### src/rtl/uart_alu_pkg.sv
// Shared constants for the UART ALU sequencer: sync byte, opcode map and
// the sequencer FSM encoding.
package uart_alu_pkg;

    localparam logic [7:0] SYNC_BYTE = 8'hA5;

    localparam logic [5:0] OP_ADD = 6'b100000;
    localparam logic [5:0] OP_SUB = 6'b100010;
    localparam logic [5:0] OP_AND = 6'b100100;
    localparam logic [5:0] OP_OR  = 6'b100101;
    localparam logic [5:0] OP_XOR = 6'b100110;
    localparam logic [5:0] OP_NOR = 6'b100111;
    localparam logic [5:0] OP_SRA = 6'b000011;
    localparam logic [5:0] OP_SRL = 6'b000010;

    typedef enum logic [2:0] {
        ST_IDLE      = 3'd0,
        ST_GET_A     = 3'd1,
        ST_GET_B     = 3'd2,
        ST_GET_OP    = 3'd3,
        ST_EXEC      = 3'd4,
        ST_SEND_RES  = 3'd5,
        ST_SEND_STAT = 3'd6
    } seq_state_t;

    function automatic logic op_is_valid(input logic [5:0] op);
        case (op)
            OP_ADD, OP_SUB, OP_AND, OP_OR,
            OP_XOR, OP_NOR, OP_SRA, OP_SRL: op_is_valid = 1'b1;
            default:                        op_is_valid = 1'b0;
        endcase
    endfunction

endpackage

### src/rtl/seq_timeout_counter.sv
// Idle-cycle counter: clear has priority, counts while enabled and saturates
// at TIMEOUT_CYCLES-1, where at_limit is raised.
module seq_timeout_counter #(
    parameter int TIMEOUT_CYCLES = 1_000_000,
    localparam int CNT_W = (TIMEOUT_CYCLES > 1) ? $clog2(TIMEOUT_CYCLES) : 1
) (
    input  logic clk,
    input  logic rst,
    input  logic clr,
    input  logic en,
    output logic at_limit
);

    localparam logic [CNT_W-1:0] LIMIT = CNT_W'(TIMEOUT_CYCLES - 1);

    logic [CNT_W-1:0] cnt_q, cnt_d;

    assign at_limit = (cnt_q == LIMIT);

    always_comb begin
        cnt_d = cnt_q;
        if (clr) begin
            cnt_d = '0;
        end else if (en && !at_limit) begin
            cnt_d = cnt_q + 1'b1;
        end
    end

    always_ff @(posedge clk or posedge rst) begin
        if (rst) begin
            cnt_q <= '0;
        end else begin
            cnt_q <= cnt_d;
        end
    end

endmodule

### src/rtl/uart_alu_sequencer.sv
// Frame sequencer between UART FIFOs and an external ALU: pulls SYNC,A,B,OP
// from RX, runs the ALU for one cycle and pushes RESULT then STATUS to TX.
module uart_alu_sequencer
    import uart_alu_pkg::*;
#(
    parameter int BUS_SIZE       = 8,
    parameter int OP_SIZE        = 6,
    parameter int TIMEOUT_CYCLES = 1_000_000
) (
    input  logic                clk,
    input  logic                i_reset,
    input  logic [BUS_SIZE-1:0] i_rx_data,
    input  logic                i_rx_empty,
    output logic                o_rx_rd,
    input  logic                i_tx_full,
    output logic                o_tx_wr,
    output logic [BUS_SIZE-1:0] o_tx_data,
    output logic [BUS_SIZE-1:0] o_alu_a,
    output logic [BUS_SIZE-1:0] o_alu_b,
    output logic [OP_SIZE-1:0]  o_alu_op,
    input  logic [BUS_SIZE-1:0] i_alu_result,
    output logic                o_busy,
    output logic                o_err_timeout
);

    seq_state_t          state_q, state_d;
    logic [BUS_SIZE-1:0] alu_a_q, alu_a_d;
    logic [BUS_SIZE-1:0] alu_b_q, alu_b_d;
    logic [OP_SIZE-1:0]  alu_op_q, alu_op_d;
    logic [BUS_SIZE-1:0] result_q, result_d;
    logic                invalid_q, invalid_d;
    logic                timeout_seen_q, timeout_seen_d;

    logic                rx_rd, tx_wr, err_to;
    logic                cnt_clr, cnt_en, at_limit;
    logic                op_valid;
    logic [31:0]         op_ext;
    logic [BUS_SIZE-1:0] status_byte;

    // Opcodes wider than the 6-bit map are only valid with zero upper bits.
    assign op_ext   = 32'(alu_op_q);
    assign op_valid = (op_ext[31:6] == '0) && op_is_valid(op_ext[5:0]);

    always_comb begin
        status_byte    = '0;
        status_byte[1] = timeout_seen_q;
        status_byte[0] = invalid_q;
    end

    seq_timeout_counter #(
        .TIMEOUT_CYCLES(TIMEOUT_CYCLES)
    ) u_timeout (
        .clk     (clk),
        .rst     (i_reset),
        .clr     (cnt_clr),
        .en      (cnt_en),
        .at_limit(at_limit)
    );

    always_comb begin
        state_d        = state_q;
        alu_a_d        = alu_a_q;
        alu_b_d        = alu_b_q;
        alu_op_d       = alu_op_q;
        result_d       = result_q;
        invalid_d      = invalid_q;
        timeout_seen_d = timeout_seen_q;
        rx_rd          = 1'b0;
        tx_wr          = 1'b0;
        err_to         = 1'b0;
        cnt_clr        = 1'b0;
        cnt_en         = 1'b0;

        case (state_q)
            ST_IDLE: begin
                cnt_clr = 1'b1;
                if (!i_rx_empty) begin
                    rx_rd = 1'b1;
                    if (i_rx_data == BUS_SIZE'(SYNC_BYTE)) begin
                        state_d = ST_GET_A;
                    end
                end
            end
            ST_GET_A, ST_GET_B, ST_GET_OP: begin
                cnt_en = 1'b1;
                if (!i_rx_empty) begin
                    // A pop on the limit cycle beats the timeout.
                    rx_rd   = 1'b1;
                    cnt_clr = 1'b1;
                    case (state_q)
                        ST_GET_A: begin
                            alu_a_d = i_rx_data;
                            state_d = ST_GET_B;
                        end
                        ST_GET_B: begin
                            alu_b_d = i_rx_data;
                            state_d = ST_GET_OP;
                        end
                        default: begin
                            alu_op_d = OP_SIZE'(i_rx_data);
                            state_d  = ST_EXEC;
                        end
                    endcase
                end else if (at_limit) begin
                    err_to         = 1'b1;
                    timeout_seen_d = 1'b1;
                    cnt_clr        = 1'b1;
                    state_d        = ST_IDLE;
                end
            end
            ST_EXEC: begin
                cnt_clr   = 1'b1;
                invalid_d = !op_valid;
                result_d  = op_valid ? i_alu_result : '0;
                state_d   = ST_SEND_RES;
            end
            ST_SEND_RES: begin
                cnt_clr = 1'b1;
                if (!i_tx_full) begin
                    tx_wr   = 1'b1;
                    state_d = ST_SEND_STAT;
                end
            end
            ST_SEND_STAT: begin
                cnt_clr = 1'b1;
                if (!i_tx_full) begin
                    tx_wr          = 1'b1;
                    timeout_seen_d = 1'b0;
                    state_d        = ST_IDLE;
                end
            end
            default: begin
                cnt_clr = 1'b1;
                state_d = ST_IDLE;
            end
        endcase

        // Strobes must stay quiet while reset is held, even though IDLE pops.
        if (i_reset) begin
            rx_rd  = 1'b0;
            tx_wr  = 1'b0;
            err_to = 1'b0;
        end
    end

    always_ff @(posedge clk or posedge i_reset) begin
        if (i_reset) begin
            state_q        <= ST_IDLE;
            alu_a_q        <= '0;
            alu_b_q        <= '0;
            alu_op_q       <= '0;
            result_q       <= '0;
            invalid_q      <= 1'b0;
            timeout_seen_q <= 1'b0;
        end else begin
            state_q        <= state_d;
            alu_a_q        <= alu_a_d;
            alu_b_q        <= alu_b_d;
            alu_op_q       <= alu_op_d;
            result_q       <= result_d;
            invalid_q      <= invalid_d;
            timeout_seen_q <= timeout_seen_d;
        end
    end

    assign o_rx_rd       = rx_rd;
    assign o_tx_wr       = tx_wr;
    assign o_tx_data     = (state_q == ST_SEND_STAT) ? status_byte : result_q;
    assign o_alu_a       = alu_a_q;
    assign o_alu_b       = alu_b_q;
    assign o_alu_op      = alu_op_q;
    assign o_busy        = (state_q != ST_IDLE);
    assign o_err_timeout = err_to;

endmodule

### config.mk
export PLATFORM = sky130hd
export DESIGN_NAME = uart_alu_sequencer
export DESIGN_NICKNAME = d
export VERILOG_FILES = /design/src/rtl/uart_alu_pkg.sv /design/src/rtl/seq_timeout_counter.sv /design/src/rtl/uart_alu_sequencer.sv
export SDC_FILE = /design/constraint.sdc
export NUM_CORES = 1
export LEC_CHECK = 0
export BUFFER_PORTS_ARGS = -buffer_cell sky130_fd_sc_hd__buf_2
export CAP_MARGIN = 20
export CORE_MARGIN = 2
export CORE_UTILIZATION = 54
export CTS_CLUSTER_SIZE = 20
export DETAILED_ROUTE_END_ITERATION = 16
export PLACE_DENSITY = 0.79
export SKIP_LAST_GASP = 1
export SYNTH_ARGS = -nofsm -noshare
export SYNTH_HDL_FRONTEND = slang
export SYNTH_SLANG_ARGS = --single-unit
### constraint.sdc
create_clock -name clk -period 3.3 [get_ports clk]
set_input_delay 0.66 -clock clk [delete_from_list [all_inputs] [get_ports clk]]
set_output_delay 0.66 -clock clk [all_outputs]
set_load 0.005 [all_outputs]
==> impl_metrics.ini, run 1 <==
[clock_tree]
clkTransAtPathRegs_ns = 0.10
postCtsHoldBufs = 0
cts_resized = 0
numCtsBuffers = 5
clk_latency_ns = 0.32
tritoncts = built
post-cts-setup-buffers = 0
htree_num_levels = 2
cts.sink_count = 55
root_buffer = clkbuf_8
clk_path_buf_depth = 2

[sta]
hold_violations = 0
finalSetupTns_ns = 0
max_slew_margin_pct = 42.9
fin_crit_sh_pct = 75.3
fin_worst_skew_ns = 0.0125
setup_violations = 0
worst_pin_slew_ns = 0.850
maxSlewViolCount = 0
rsz0062_at_grt = false
max_freq_ghz = 0.403
post-route-min-period_ns = 2.48
fin_hold_ws_ns = 0.503
fin_ws_ns = 0.817

[die]
die_h_um = 72.2
core-area_um2 = 4410
start_util_pct = 57.0
chipWidth_um = 72.2
ios = 54
rows = 24
dieArea_um2 = 5220

[worst_setup_path]
cpPeakStageDelay_ns = 0.44
arrival_ns = 1.82
critPathSlowestCell = dfrtp_1
path_max_fanout = 5
cp_cell_sequence = nor4b_1 -> nand4b_1 -> nor4_1 -> buf_2
crit_type = register to output pin
rrSetupSlack_ns = 1.10
reg2reg_depth = 5
endpoint_kind = output pin
r2r_end = state_q[0]
reg2reg_from = u_timeout.cnt_q[8]
crit_required_ns = 2.64
start_kind = register

[min_path]
min_to = timeout_seen_q
whs_path_depth = 1
hold_path.startpoint = timeout_seen_q
hp-class = register to register

[routing]
ant_nets = 0
first_pass_iters = 4
vias_per_cell = 5.69
num_vias = 1877
drt_iter0_markers = 106
wl_per_cell_um = 15.2
drt-total-wl_um = 5000
drc = 0

[global_route]
antenna_found_initial = 0
met1_usage_pct = 27.5
grt_first_pass_wirelength_um = 8310
grt_max_degree = 56
grt_busiest_layer = met2
grt_use_met3_pct = 4.44
globalRouteTotalUtil_pct = 20.5
met2_usage_pct = 33.5
gr-total-overflow = 0
grt_pass1_vias = 1809

[final_layout]
area_growth_syn_to_layout_pct = 16.9
utilization_pct = 66.6
diodes = 0
layout-drive-gt1-share_pct = 34.2
final_nets = 298
final_cells = 330
fillerInstances = 333
area.sequential_um2 = 1380
multiInputGateArea_um2 = 1070

[logic_synthesis]
syn-num-nets = 241
syn_area_um2 = 2510
synth-seq-cells = 55
synth_cells = 220
synth_warnings = 0
synth.distinct_cells = 40
synthFlopType = dfrtp_1
seq_area_frac_synth_pct = 54.7
postSynth.asyncResetShare_pct = 100
synth_edf_count = 0
synth_area_per_cell_um2 = 11.4

[placed_design]
dp_slack_ns = 1.05
place_hpwl_um = 3610
numPortBuffers = 53
dp.cells = 321
gp_congestion = 0.822

[flow_run]
maxCapViolations = 0

[pwr]
pwr_density_cell_nw_per_um2 = 697
peakVddDrop_mv = 0.393
leakage_uw = 0.00135

[outcome]
outcome = complete, no violations
[layer usage]
layer,wire (um),vias up
li1,-,909
met1,2320,914
met2,2400,47
met3,214,7
met4,64,0
met5,0,-
[how the worst max path moves through the flow]
stage / startpoint / endpoint / slack (ns) / depth (start not counted)
2_1_floorplan: i_reset / o_tx_wr / 0.47 / 2
3_3_place_gp: i_rx_empty / o_err_timeout / 1.02 / 5
3_5_place_dp: i_rx_empty / o_err_timeout / 1.05 / 5
4_1_cts: u_timeout.cnt_q[7] / o_err_timeout / 0.81 / 4
5_1_grt: u_timeout.cnt_q[8] / o_err_timeout / 0.70 / 4
6_report: u_timeout.cnt_q[8] / o_err_timeout / 0.82 / 4
[layout make-up]
| class | count | share of cell area [%] |
|---|---|---|
| clock buffer | 5 | 2.34 |
| clock inverter | 3 | 0.766 |
| inverter | 9 | 1.15 |
| multi-input combinational | 148 | 36.5 |
| sequential | 55 | 46.8 |
| tap | 52 | 2.21 |
| timing repair buffer | 58 | 10.2 |
[cell usage in the layout, fill, tap and decap left out, types with 2 or more instances in the layout]
cell type / instances
clkbuf_8: 5
or3_1: 5
nor2b_1: 2
dfrtp_1: 55
or4_1: 6
o21ai_0: 7
buf_4: 4
and2_1: 6
nand4_1: 3
xnor2_1: 6
mux2_2: 23
nand2_1: 10
xor2_1: 6
nor4b_1: 3
inv_1: 8
o31ai_1: 3
buf_2: 53
a22o_1: 8
a21oi_1: 10
nor3_1: 8
nand3_1: 8
nor2_1: 15
[cells in the mapped netlist (5+ instances only)]
library cell / number / share of area, %
a21oi_1: 10 / 2.0
or4_1: 6 / 1.8
and2_1: 6 / 1.5
inv_1: 9 / 1.3
xnor2_1: 6 / 2.1
clkbuf_1: 6 / 0.90
xor2_1: 6 / 2.1
a22o_1: 8 / 2.8
o21ai_0: 7 / 1.4
mux2_2: 23 / 10
dfrtp_1: 55 / 55
or3_1: 5 / 1.2
nor2_1: 15 / 2.2
nor3_1: 8 / 1.6
nand2_1: 10 / 1.5
nand3_1: 8 / 1.6
[sequential cells by signal, indices dropped and copies added, names as in the netlist]
name,flops
o_alu_a,8
o_alu_b,8
result_q,8
o_alu_op,6
state_q,3
timeout_seen_q,1
invalid_q,1
u_timeout.cnt_q,20
[power breakdown]
group          switching (uW)  total (uW)  internal (uW)
registers                 146        1030            880
clock network             226         379            153
logic                     274         645            371
total                     646        2050           1400
[metrics by stage]
stage,instance area [um2],power [uW]
floorplan,2510,1400
CTS,2930,2070
global route,2940,2200
finish,2940,2050
detailed placement,2840,1690
global placement,2840,1670
[worst max-delay path, delay by kind of cell, from the launching register on]
family                 cells  cell delay (ns)
flip-flops                 1             0.44
AND/OR/NAND/NOR            3             0.90
buffers and inverters      1             0.18
[kinds of logic (layout without fill, tap and decap cells)]
| group | Yosys count | in the layout | synth area share, % |
|---|---|---|---|
| AOI/OAI and AO/OA | 35 | 35 | 9.40 |
| adders and majority gates | 1 | 1 | 0.497 |
| xor gates and xnor gates | 12 | 12 | 4.18 |
| and+or+nand+nor | 77 | 77 | 18.3 |
| DFF | 55 | 55 | 54.7 |
| muxes | 23 | 23 | 10.3 |
| buffers and inverters | 17 | 75 | 2.64 |
Power figures use the tool's default switching activity.
==> run 2: changes to the inputs <==
--- a/config.mk
+++ b/config.mk
@@ -5,13 +5,14 @@
 export SDC_FILE = /design/constraint.sdc
 export NUM_CORES = 1
 export LEC_CHECK = 0
+export ABC_AREA = 1
 export BUFFER_PORTS_ARGS = -buffer_cell sky130_fd_sc_hd__buf_2
 export CAP_MARGIN = 20
 export CORE_MARGIN = 2
-export CORE_UTILIZATION = 54
+export CORE_UTILIZATION = 49
 export CTS_CLUSTER_SIZE = 20
 export DETAILED_ROUTE_END_ITERATION = 16
-export PLACE_DENSITY = 0.79
+export PLACE_DENSITY = 0.75
 export SKIP_LAST_GASP = 1
 export SYNTH_ARGS = -nofsm -noshare
 export SYNTH_HDL_FRONTEND = slang
==> constraint.sdc (replaced) <==
create_clock -name clk -period 2.1 [get_ports clk]
set_input_delay 0.42 -clock clk [delete_from_list [all_inputs] [get_ports clk]]
set_output_delay 0.42 -clock clk [all_outputs]
set_load 0.005 [all_outputs]
==> run 2 against run 1 <==
Against the previous run:
- register-to-register slack worse by 0.74 ns
- sequential power rose by 50%
- non-clock buffer count rose by 2
- clock skew increased by 0.0036 ns
- flip-flop and latch count unchanged
- critical path type unchanged
- sequential share of layout area shrank 4.2 points
==> impl_metrics.ini, run 2 <==
[outcome]
outcome = complete, no violations

[pwr]
leakage_uw = 0.00163
p_sw_uw = 1140
p_int_uw = 2020
pwr_density_cell_nw_per_um2 = 977
seqPwrFrac_pct = 48.7
switching_share_pct = 36.1
clkPwrFrac_pct = 18.3
peakVddDrop_mv = 0.543
p_comb_share_pct = 32.9
p_total_uw = 3160

[clock_tree]
root_buffer = clkbuf_8
clkTransAtPathRegs_ns = 0.10
numCtsBuffers = 5
cts.sink_count = 55
htree_num_levels = 2
tritoncts = built
clk_latency_ns = 0.32
clk_path_buf_depth = 2

[routing]
first_pass_iters = 5
met3_length_um = 376
top_layer = met4
drt_iter0_markers = 126
wl_per_cell_um = 11.9
drt-total-wl_um = 5750
drc = 0
vias_per_cell = 4.84
wl_met2_um = 2660
wl_met1_um = 2690
ant_nets = 0
num_vias = 2349

[final_layout]
final_cells = 485
postLayoutCellArea_um2 = 3230
regMostFlops = u_timeout.cnt_q
utilization_pct = 59.1
area_growth_syn_to_layout_pct = 17.7
fillerInstances = 521
final_nets = 434
layout_commonest_cell = nand2_1
layout-drive-gt1-share_pct = 21.5
most-common-layout-cells = nand2_1, nor2_1, dfrtp_1
largest_reg_flops = 20
diodes = 0

[sta]
hold_violations = 0
post-route-min-period_ns = 2.04
setup_violations = 0
maxSlewViolCount = 0
fin_worst_skew_ns = 0.0161
rsz0062_at_grt = true
worst_pin_slew_ns = 0.533
fin_crit_sh_pct = 96.9
max_freq_ghz = 0.491
finalSetupTns_ns = 0
max_slew_margin_pct = 64.4

[global_route]
antenna_found_initial = 0
gr-total-overflow = 0
grt_first_pass_wirelength_um = 9680
grt_max_degree = 33
globalRouteTotalUtil_pct = 19.5
grt_pass1_vias = 2170

[worst_setup_path]
crit_required_ns = 1.68
start_kind = register
endpoint_kind = output pin
crit_type = register to output pin
arrival_ns = 1.62
path_max_fanout = 4

[logic_synthesis]
syn-num-nets = 373
synth_warnings = 0
synthFlopType = dfrtp_1
seq_area_frac_synth_pct = 50.1
netlist.area_leader.share_pct = 50.1
synth.most_common_cell = nand2_1
yosys.area.top_type = dfrtp_1
synth_cells = 352
yosys-top-cells-count = nand2_1, nor2_1, dfrtp_1, inv_1, o21ai_0
synth.distinct_cells = 31
synth_area_per_cell_um2 = 7.80
postSynth.asyncResetShare_pct = 100
synth_edf_count = 0
syn_area_um2 = 2750
synth_area_leaders = dfrtp_1, nand2_1, nor2_1, inv_1, o21ai_0
synth-seq-cells = 55

[placed_design]
numPortBuffers = 53
dp.cells = 472
place_hpwl_um = 4340
gp_congestion = 0.886
postPlaceCellArea_um2 = 3080

[die]
ios = 54
rows = 27
core-area_um2 = 5470
die_h_um = 78.9
dieArea_um2 = 6220
start_util_pct = 50.2
chipWidth_um = 78.9

[min_path]
hp-class = input port to async pin

[flow_run]
maxCapViolations = 0
run 2: cell types whose count changed in the layout (fill, tap and decap cells not counted), moves of 5 or more:
cell and delta:
o21ai_1 +7, nor2_1 +48, o21ai_0 +19, nand2_1 +81
mux2_2 -23, or4_1 -6, inv_1 +34, nand3_1 +8
and2_1 -5, a22o_1 -8, or3_1 -5, xnor2_1 -5
run 2: per-layer routing:
metal / vias to the layer above / track usage, %
met2: 57 / 30.8
met5: - / 0
met4: 0 / 3.45
li1: 1203 / -
met1: 1086 / 26.3
met3: 3 / 7.27
run 2: critical path: stages (launching register included):
cell and delay (ns):
dfrtp_1 0.44, ha_4 0.18, nand2_2 0.06, inv_2 0.08, nand2_2 0.06, nor2_4 0.14, nand4_1 0.13, nor2_1 0.11
buf_2 0.11
run 2: power by group through the flow:
stage	Clock, uW	Sequential, uW	Combinational [uW]
after floorplan	0	1540	639
after global routing	647	1570	1200
final	580	1540	1040
after global placement	0	1540	989
after detailed placement	0	1550	1030
after CTS	595	1530	1040
run 2: repair_timing:
item	in CTS	in global routing
hold buffers	0	0
endpoints found under the setup margin	1	3
pin swaps	0	4
buffers inserted	1	5
resized for setup	0	5
run 2: final timing paths:
check,startpoint,to,slack (ns),cells after the start
hold / removal,i_reset,result_q[2],0.17,2
min in group clk,i_alu_result[0],result_q[0],0.31,3
setup / recovery,u_timeout.cnt_q[1],o_err_timeout,0.06,8
max in group asynchronous,i_reset,u_timeout.cnt_q[11],1.37,3
hold reg to reg,o_alu_b[7],o_alu_b[7],0.49,2
setup reg to reg,u_timeout.cnt_q[1],state_q[1],0.36,11
run 2: metrics by stage:
step / setup slack, ns / hold WS [ns]
final: 0.0641 / 0.171
after global routing: -0.0805 / 0.198
after CTS: 0.0358 / 0.180
after detailed placement: 0.326 / 0.469
after global placement: 0.374 / 0.461
after floorplan: 0.337 / 0.449
run 2: cell families (layout without fill, tap and decap cells):
family | count (synthesis) | count (layout) | synth area share (%)
buffers and inverters | 53 | 114 | 7.93
adder cells (fa/ha/maj) | 1 | 1 | 0.456
AND/OR/NAND/NOR | 194 | 194 | 31.3
flip-flops | 55 | 55 | 50.1
AO/OA/AOI/OAI | 41 | 41 | 7.70
XOR/XNOR | 8 | 8 | 2.55
run 2: area by class of cell:
class / count / area (um2) / share of cell area, %
multi-input cells: 244 / 1170 / 36.3
clock buffers: 5 / 68.8 / 2.13
clock inverters: 2 / 16.3 / 0.503
flip-flops and latches: 55 / 1380 / 42.6
repair buffers: 60 / 330 / 10.2
inverters: 47 / 176 / 5.46
well taps: 72 / 90.1 / 2.79
